**src/rtl/alu_addand_unit.sv**
```systemverilog
// Registered ALU slice: AND, add, add-with-carry on full (WIDTH) or half (HALF) words.
// The result, zero and carry flags are all flops updated only on an executed operation.
module alu_addand_unit #(
  parameter int WIDTH = 20,
  parameter int HALF  = 10
) (
  input  logic             clk,
  input  logic             rst_n,
  input  logic             en,
  input  logic [1:0]       op,
  input  logic             mode,
  input  logic [WIDTH-1:0] a,
  input  logic [WIDTH-1:0] b,
  output logic [WIDTH-1:0] c,
  output logic             zero,
  output logic             carry
);

  localparam logic [1:0] OP_AND   = 2'b00;
  localparam logic [1:0] OP_ADD   = 2'b01;
  localparam logic [1:0] OP_ADD_C = 2'b10;

  logic [WIDTH-1:0] c_q, c_d;
  logic             zero_q, zero_d;
  logic             carry_q, carry_d;

  logic [WIDTH-1:0] a_act, b_act, and_res, res;
  logic [WIDTH:0]   sum;
  logic             cin;
  logic             exec;

  always_comb begin
    // Half-word mode clears the upper operand bits so they can never leak into c, zero or carry.
    a_act   = mode ? a : {{(WIDTH-HALF){1'b0}}, a[HALF-1:0]};
    b_act   = mode ? b : {{(WIDTH-HALF){1'b0}}, b[HALF-1:0]};
    cin     = (op == OP_ADD_C) ? carry_q : 1'b0;
    and_res = a_act & b_act;
    sum     = {1'b0, a_act} + {1'b0, b_act} + {{WIDTH{1'b0}}, cin};
    exec    = en && (op != 2'b11);

    res     = and_res;
    c_d     = c_q;
    zero_d  = zero_q;
    carry_d = carry_q;

    if (op != OP_AND) begin
      res = mode ? sum[WIDTH-1:0] : {{(WIDTH-HALF){1'b0}}, sum[HALF-1:0]};
    end

    if (exec) begin
      c_d    = res;
      zero_d = (res == '0);
      if (op == OP_ADD || op == OP_ADD_C) begin
        carry_d = mode ? sum[WIDTH] : sum[HALF];
      end
    end
  end

  always_ff @(posedge clk or negedge rst_n) begin
    if (!rst_n) begin
      c_q     <= '0;
      zero_q  <= 1'b0;
      carry_q <= 1'b0;
    end else begin
      c_q     <= c_d;
      zero_q  <= zero_d;
      carry_q <= carry_d;
    end
  end

  assign c     = c_q;
  assign zero  = zero_q;
  assign carry = carry_q;

endmodule

```
**config.mk**
```make
export PLATFORM = sky130hd
export DESIGN_NAME = alu_addand_unit
export DESIGN_NICKNAME = d
export VERILOG_FILES = /design/src/rtl/alu_addand_unit.sv
export SDC_FILE = /design/constraint.sdc
export NUM_CORES = 1
export LEC_CHECK = 0
export ABC_AREA = 1
export CAP_MARGIN = 30
export CORE_MARGIN = 2
export CORE_UTILIZATION = 50
export DETAILED_ROUTE_END_ITERATION = 10
export GPL_ROUTABILITY_DRIVEN = 0
export MAX_ROUTING_LAYER = met4
export PLACE_DENSITY = 0.85
export SETUP_SLACK_MARGIN = 0.5
export SLEW_MARGIN = 20
export SYNTH_ARGS = -nofsm -noshare
export SYNTH_HDL_FRONTEND = slang
export SYNTH_SLANG_ARGS = --single-unit
```
**constraint.sdc**
```tcl
create_clock -name clk -period 3.1 [get_ports clk]
set_clock_uncertainty 0.1 [all_clocks]
set_input_delay 0.465 -clock clk [delete_from_list [all_inputs] [get_ports clk]]
set_output_delay 0.465 -clock clk [all_outputs]
set_load 0.005 [all_outputs]
```
==> impl_metrics.toml, run 1 <==
[timing]
max_freq_ghz = 0.392
min_period_over_period_pct = 82.3
period_needed_ns = 2.55
hold_viol_final = 0
finalSetupViolations = 0
tightest_slew_ns = 0.629
fin_ws_ns = 0.548
slew_viol_final = 0
slew_headroom_pct = 58.0
fin_tns_setup_ns = 0
rsz0062_at_grt = "false"

[critical_path]
worstPathMaxFanout = 6
ff2ff_setup_slack_ns = 0.58
end_kind = "flop"
cp.arrival_ns = 2.65
start_kind = "input port"
crit_required_ns = 3.20
critPathKind = "input port to flop"
reg2reg_from = "carry$_DFFE_PN0P_"
critPathLaunch = "b[2]"

[logic_synthesis]
yosysTopAreaCellShare_pct = 25.0
synth_cells = 470
synth_enable_flop_cells = 0
yosys_register_bits = 22
avgSynthCellArea_um2 = 5.69
syn_area_um2 = 2670
ys_seq_area_share_pct = 20.6
syn-num-nets = 541
synth_top_area_cell = "nand2_1"
synth_area_leaders = "nand2_1 (25%), dfrtp_1 (21%), inv_1 (13%), ha_1 (11%), nand3_1 (5.6%)"
synthFlopType = "dfrtp_1"
yosys_warnings = 0
synth.distinct_cells = 29
synthArstFlopShare_pct = 100

[power_and_ir_drop]
p_comb_share_pct = 52.6
p_int_mw = 0.700
p_per_area_nw_per_um2 = 294
seqPwrFrac_pct = 31.8
power_frac_clock_pct = 15.6
p_sw_share_pct = 37.6
power_switching_mw = 0.422
power_leakage_nw = 2.11
ir_drop_mv = 0.229

[layout]
multi_input_area_um2 = 1960
area_delta_synth_final_pct = 42.8
drive_above_1_share_pct = 17.3
register_area_um2 = 551
most-common-layout-cells = "nand2_1 (165), inv_1 (87), clkdlybuf4s50_1 (62)"
fin_area_um2 = 3820
layout.nets = 621
antennaDiodeCount = 0
final_common_cell = "nand2_1"
nFillCells = 440

[clock_tree]
htree_levels = 1
cts.sinks = 22
hold_buffers = 0
cts_tree = "done"
clock_latency_ns = 0.26
clockBufferDepth = 2
cts_inserted_buffers = 3
clockRootBuffer = "clkbuf_8"
path_clk_slew_ns = 0.07

[detailed_routing]
first_iter_violations = 153
num_vias = 3230
route.detailed.drc = 0
vias_per_cell = 5.23
routed_wl_um = 7850
dr.pass1.iters = 5
avgRoutedWirePerCell_um = 12.7
antenna_left = 0

[floorplanning]
start_util_pct = 52.0
dieHeight_um = 77.1
rows = 26
io-pin-count = 68
die_w_um = 77.1
core_region_area_um2 = 5140
dieArea_um2 = 5950

[global_routing]
grt.total_usage_pct = 25.3
antenna_found_initial = 0
grt_pass1_vias = 2825
grt_pass1_wl_um = 12200
grt_max_degree = 25
grt_overflow = 0

[placement]
post_dp_cell_area_um2 = 3490
dp_hpwl_um = 5950
io_buffers = 67
pre_cts_ws_ns = -0.165

[worst_hold_path]
worstHoldPathType = "input port to async pin"

[run_status]
outcome = "complete, no violations"

[job]
drv_cap = 0
registers in the layout (all words and copies together) (netlist names):
| signal | cells |
|---|---|
| carry | 1 |
| zero | 1 |
| c | 20 |
power groups by stage:
stage	clock network, mW	logic [mW]	registers, mW
finish	0.175	0.591	0.357
global route	0.188	0.649	0.362
CTS	0.171	0.539	0.356
detailed placement	0	0.523	0.361
global placement	0	0.507	0.359
floorplan	0	0.282	0.361
metal layers:
metal  share of wire (%)  up-vias  wire length, um  global-route usage, %
met3                 5.1       17              404                   2.82
met4                 2.3        0              183                   9.29
met2                  50      117             3960                   41.8
met1                  42     1500             3300                   32.2
li1                    -     1596                -                      -
met5                   0        -                0                      -
synthesized netlist by cell type, types with 2 or more instances:
cell	count
ha_1	23
nor2_2	3
inv_1	92
clkbuf_1	8
nand2_1	178
nor2_1	39
fa_1	2
o21ai_0	11
a21oi_2	3
nand3b_1	5
a21oi_1	11
a31oi_1	7
o21ai_1	7
dfrtp_1	22
nand3_1	30
inv_2	4
nor3_1	2
nand2_2	7
nand4_1	6
layout make-up:
type	count	area share (%)
multi-input combinational	342	51.3
tap	70	2.29
sequential	22	14.4
timing repair buffer	84	21.3
clock buffer	3	1.08
inverter	97	9.60
path summary, 6_finish.rpt:
| kind | cells past startpoint | to |
|---|---|---|
| max in group asynchronous | 2 | c[12]$_DFFE_PN0P_ |
| max reg2reg | 16 | zero$_DFFE_PN0P_ |
| min | 1 | c[0]$_DFFE_PN0P_ |
| max | 14 | zero$_DFFE_PN0P_ |
| min in group clk | 2 | c[16]$_DFFE_PN0P_ |
| min reg2reg | 2 | c[16]$_DFFE_PN0P_ |
what timing repair did:
| item | CTS | global route |
|---|---|---|
| pin swaps | 10 | 15 |
| setup endpoints to repair | 13 | 8 |
| resized for setup | 25 | 48 |
| setup buffers | 0 | 3 |
| hold endpoints to repair | 0 | 0 |
| gates cloned | 0 | 1 |
metrics by stage:
stage / instances / util [%] / power [mW] / hold slack [ns]
floorplan: 470 / - / 0.643 / 0.0694
global route: 618 / 74.3 / 1.20 / 0.342
CTS: 613 / 70.0 / 1.07 / 0.387
global placement: 610 / 67.8 / 0.866 / 0.362
finish: 618 / 74.3 / 1.12 / 0.338
detailed placement: 610 / 67.8 / 0.884 / 0.370
worst max-delay path: stages:
cell	delay, ns
clkdlybuf4s50_1	0.43
ha_2	0.42
nand3_2	0.12
nor2_1	0.24
nand2_1	0.14
nand3_1	0.11
nand2_1	0.05
nand3_1	0.06
o21ai_1	0.09
inv_1	0.14
nand3_2	0.08
nor2_1	0.11
nand4_1	0.10
nand2_1	0.08
cell families after synthesis:
kind of cell | count (synthesis) | share of synthesized area (%)
fa+ha+maj | 25 | 12.3
simple gates | 273 | 42.7
buf+inv | 106 | 14.9
xor+xnor | 1 | 0.328
flops | 22 | 20.6
compound gates | 43 | 9.22
No activity file was read; power rests on OpenSTA's default activity.
==> run 2, diff against run 1 <==
- clock period: 3.1 -> 2.4 ns (I/O delays scaled with it)
==> run 2 against run 1 <==
Against the previous run: the flow now stops in global routing (5_1_grt); area after synthesis is the same; synthesized cell count did not move.
==> impl_metrics.toml, run 2 <==
[run_status]
outcome = "did not finish"
stop_stage = "global routing (5_1_grt)"
firstError = "[ERROR GRT-0232] Routing congestion too high. Check the congestion heatmap in the GUI."

[placement]
io_buffers = 67
place_inst = 672
dp_hpwl_um = 7000

[global_routing]
grt_overflow = 16
grt.total_usage_pct = 63.7
grt_max_degree = 23

[clock_tree]
clockBufferDepth = 2
clockRootBuffer = "clkbuf_8"
hold_buffers = 0
cts.sinks = 22
htree_levels = 1
cts_inserted_buffers = 3

[timing]
worst-ep-kind = "sequential cell input"
worstEndpointGrtRepair = "carry$_DFFE_PN0P_/D"

[logic_synthesis]
ys_seq_area_share_pct = 20.6
yosysMostFrequentCell = "nand2_1"
synth_cells = 470
yosys_register_bits = 22
avgSynthCellArea_um2 = 5.69
yosys_warnings = 0
synth_area_leaders = "nand2_1 (25%), dfrtp_1 (21%), inv_1 (13%), ha_1 (11%), nand3_1 (5.6%)"
ys_top_cells_by_count = "nand2_1 (178), inv_1 (92), nor2_1 (39)"
yosysTopAreaCellShare_pct = 25.0
synthArstFlopShare_pct = 100
syn-num-nets = 541
synthFlopType = "dfrtp_1"
syn_area_um2 = 2670
synth_enable_flop_cells = 0
synth_top_area_cell = "nand2_1"
synth.distinct_cells = 29

[floorplanning]
die_w_um = 77.1
io-pin-count = 68
start_util_pct = 52.0
rows = 26
dieHeight_um = 77.1
run 2: timing repair:
item	4_1_cts
gates resized for setup	85
endpoints found under the setup margin	22
buffers inserted	5
pin swaps	30
cloned	1
run 2: per-layer routing:
layer / GRT overflow / global-route usage (%)
met5: - / -
met4: 7 / 68.0
met3: 0 / 31.1
met2: 9 / 88.9
met1: 0 / 61.2
run 2: kinds of logic after synthesis:
kind of cell	Yosys count	synth area share, %
adders and majority gates	25	12.3
and+or+nand+nor	273	42.7
DFF	22	20.6
AOI/OAI and AO/OA	43	9.22
buffers and inverters	106	14.9
xor gates and xnor gates	1	0.328
run 2: through the flow:
| step | instance area [um^2] | setup WS, ns |
|---|---|---|
| after CTS | 4430 | 0.0721 |
| after detailed placement | 4040 | -0.878 |
| after global placement | 4040 | -0.690 |
| after floorplan | 2760 | 0.0346 |
==> run 3, diff against run 2 <==
- CORE_UTILIZATION: 50 -> 37
- MAX_ROUTING_LAYER: met4 -> not set
- PLACE_DENSITY: 0.85 -> not set
- PLACE_DENSITY_LB_ADDON: not set -> 0.15
- SETUP_SLACK_MARGIN: 0.5 -> not set
==> run 3 against run 2 <==
Against the previous run: the flow now finishes, with violations (negative setup slack).
==> impl_metrics.toml, run 3 (synthesis results as in run 1) <==
[job]
drv_cap = 0

[critical_path]
ff2ff_setup_slack_ns = -0.05
cp.arrival_ns = 2.50
start_kind = "flop"
end_kind = "flop"
cp_num_buf_inv = 4
path_delay_family = "simple AND/OR/NAND/NOR gates"
reg2reg_from = "carry$_DFFE_PN0P_"
critPathKind = "flop to flop"
crit_required_ns = 2.45
cp_cell_sequence = "nand2_2, inv_2, fa_2, inv_2, fa_2, inv_2, nand2_2, nand2_2, buf_4, nand3_1, nand2_1, o21ai_0, nor2_1, nand3_1, nor2_1, nand4_1, nand2_1"
max_stage_delay_ns = 0.40
worstRegToRegCells = 17
worstPathMaxFanout = 4
crit_path_top_delay_cell = "dfrtp_1"
r2r-end = "zero$_DFFE_PN0P_"

[layout]
nFillCells = 706
area_delta_synth_final_pct = 59.2
antennaDiodeCount = 0
final_core_util_pct = 61.6
final_common_cell = "nand2_1"
drive_above_1_share_pct = 25.6
layout.nets = 687
most-common-layout-cells = "nand2_1 (162), inv_1 (87), buf_4 (82)"
largest_reg_flops = 20

[timing]
hold_slack_ns = 0.337
fin_ws_ns = -0.0504
rsz0062_at_grt = "true"
hold_viol_final = 0
tightest_slew_ns = 0.297
period_needed_ns = 2.45
min_period_over_period_pct = 102
slew_headroom_pct = 80.0
finalSetupViolations = 1
max_freq_ghz = 0.408
slew_viol_final = 0

[detailed_routing]
dr.pass1.iters = 4
route.detailed.drc = 0
num_vias = 3252
antenna_left = 0
vias_per_cell = 4.58
routed_wl_um = 7760
avgRoutedWirePerCell_um = 10.9
first_iter_violations = 141

[clock_tree]
path_clk_slew_ns = 0.07
hold_buffers = 0
htree_levels = 1
cts.sinks = 22
cts_inserted_buffers = 3
cts_tree = "done"
clock_latency_ns = 0.26
clockBufferDepth = 2
clockRootBuffer = "clkbuf_8"

[worst_hold_path]
worstHoldPathType = "input port to async pin"

[floorplanning]
io-pin-count = 68
dieArea_um2 = 7920
die_w_um = 89.0
core_region_area_um2 = 6910
dieHeight_um = 89.0
rows = 30
start_util_pct = 38.7

[global_routing]
grt_pass1_vias = 2997
grt.total_usage_pct = 20.0
grt_overflow = 0
antenna_found_initial = 0
grt_max_degree = 23
grt_pass1_wl_um = 12900

[power_and_ir_drop]
ir_drop_mv = 0.214
p_per_area_nw_per_um2 = 362
power_leakage_nw = 2.42

[placement]
io_buffers = 67
dp_hpwl_um = 6540

[run_status]
violations = "negative setup slack"
outcome = "finished with violations"
-- run 3: what timing repair did --
item,CTS,global route
setup endpoints to repair,19,8
resized for setup,31,23
pin swaps,18,21
setup buffers,3,5
-- run 3: worst register-to-register path, cell delays in order (launching register included) --
cell and delay, ns:
dfrtp_1 0.40, nand2_2 0.07, inv_2 0.04, fa_2 0.39, inv_2 0.07, fa_2 0.19
inv_2 0.06, nand2_2 0.07, nand2_2 0.07, buf_4 0.14, nand3_1 0.06, nand2_1 0.06
o21ai_0 0.27, nor2_1 0.08, nand3_1 0.09, nor2_1 0.05, nand4_1 0.08, nand2_1 0.05
-- run 3: worst max-delay path by stage --
stage,startpoint,endpoint,slack (ns),cells past startpoint
3_3_place_gp,op[0],zero$_DFFE_PN0P_,-0.59,19
3_5_place_dp,op[0],zero$_DFFE_PN0P_,-0.66,19
2_1_floorplan,op[0],zero$_DFFE_PN0P_,0.01,22
4_1_cts,op[1],zero$_DFFE_PN0P_,0.007,22
5_1_grt,carry$_DFFE_PN0P_,zero$_DFFE_PN0P_,-0.18,20
6_report,carry$_DFFE_PN0P_,zero$_DFFE_PN0P_,-0.05,17
-- run 3: metrics by stage --
| stage | instances | setup slack [ns] | total power, mW | TNS [ns] | instance area (um^2) |
|---|---|---|---|---|---|
| floorplan | 470 | 0.0103 | 0.837 | 0 | 2690 |
| global placement | 699 | -0.592 | 1.26 | -7.40 | 4020 |
| detailed placement | 699 | -0.660 | 1.28 | -8.65 | 4020 |
| CTS | 705 | 0.00674 | 1.52 | 0 | 4150 |
| global route | 710 | -0.176 | 1.67 | -0.563 | 4250 |
| finish | 710 | -0.0504 | 1.54 | -0.0504 | 4250 |
-- run 3: layout make-up --
type / count / area [um^2] / share of cell area [%]
Multi-Input combinational cell: 342 / 1880 / 44.1
Timing Repair Buffer: 150 / 1300 / 30.5
Sequential cell: 22 / 551 / 12.9
Inverter: 97 / 365 / 8.59
Tap cell: 96 / 120 / 2.82
Clock buffer: 3 / 41.3 / 0.971
-- run 3: per-layer routing --
metal	global-route usage, %	up-vias	wire, um
li1	-	1731	-
met3	0.646	9	350
met4	4.61	0	80
met1	26.6	1440	3520
met2	36.0	72	3810
met5	0	-	0
-- run 3: power breakdown --
| group | switching, mW | total (mW) | leakage (nW) | internal [mW] |
|---|---|---|---|---|
| registers | 0.0329 | 0.459 | 0.273 | 0.426 |
| clock network | 0.111 | 0.223 | 0.0216 | 0.112 |
| logic | 0.402 | 0.860 | 2.12 | 0.458 |
| total | 0.546 | 1.54 | 2.42 | 0.996 |
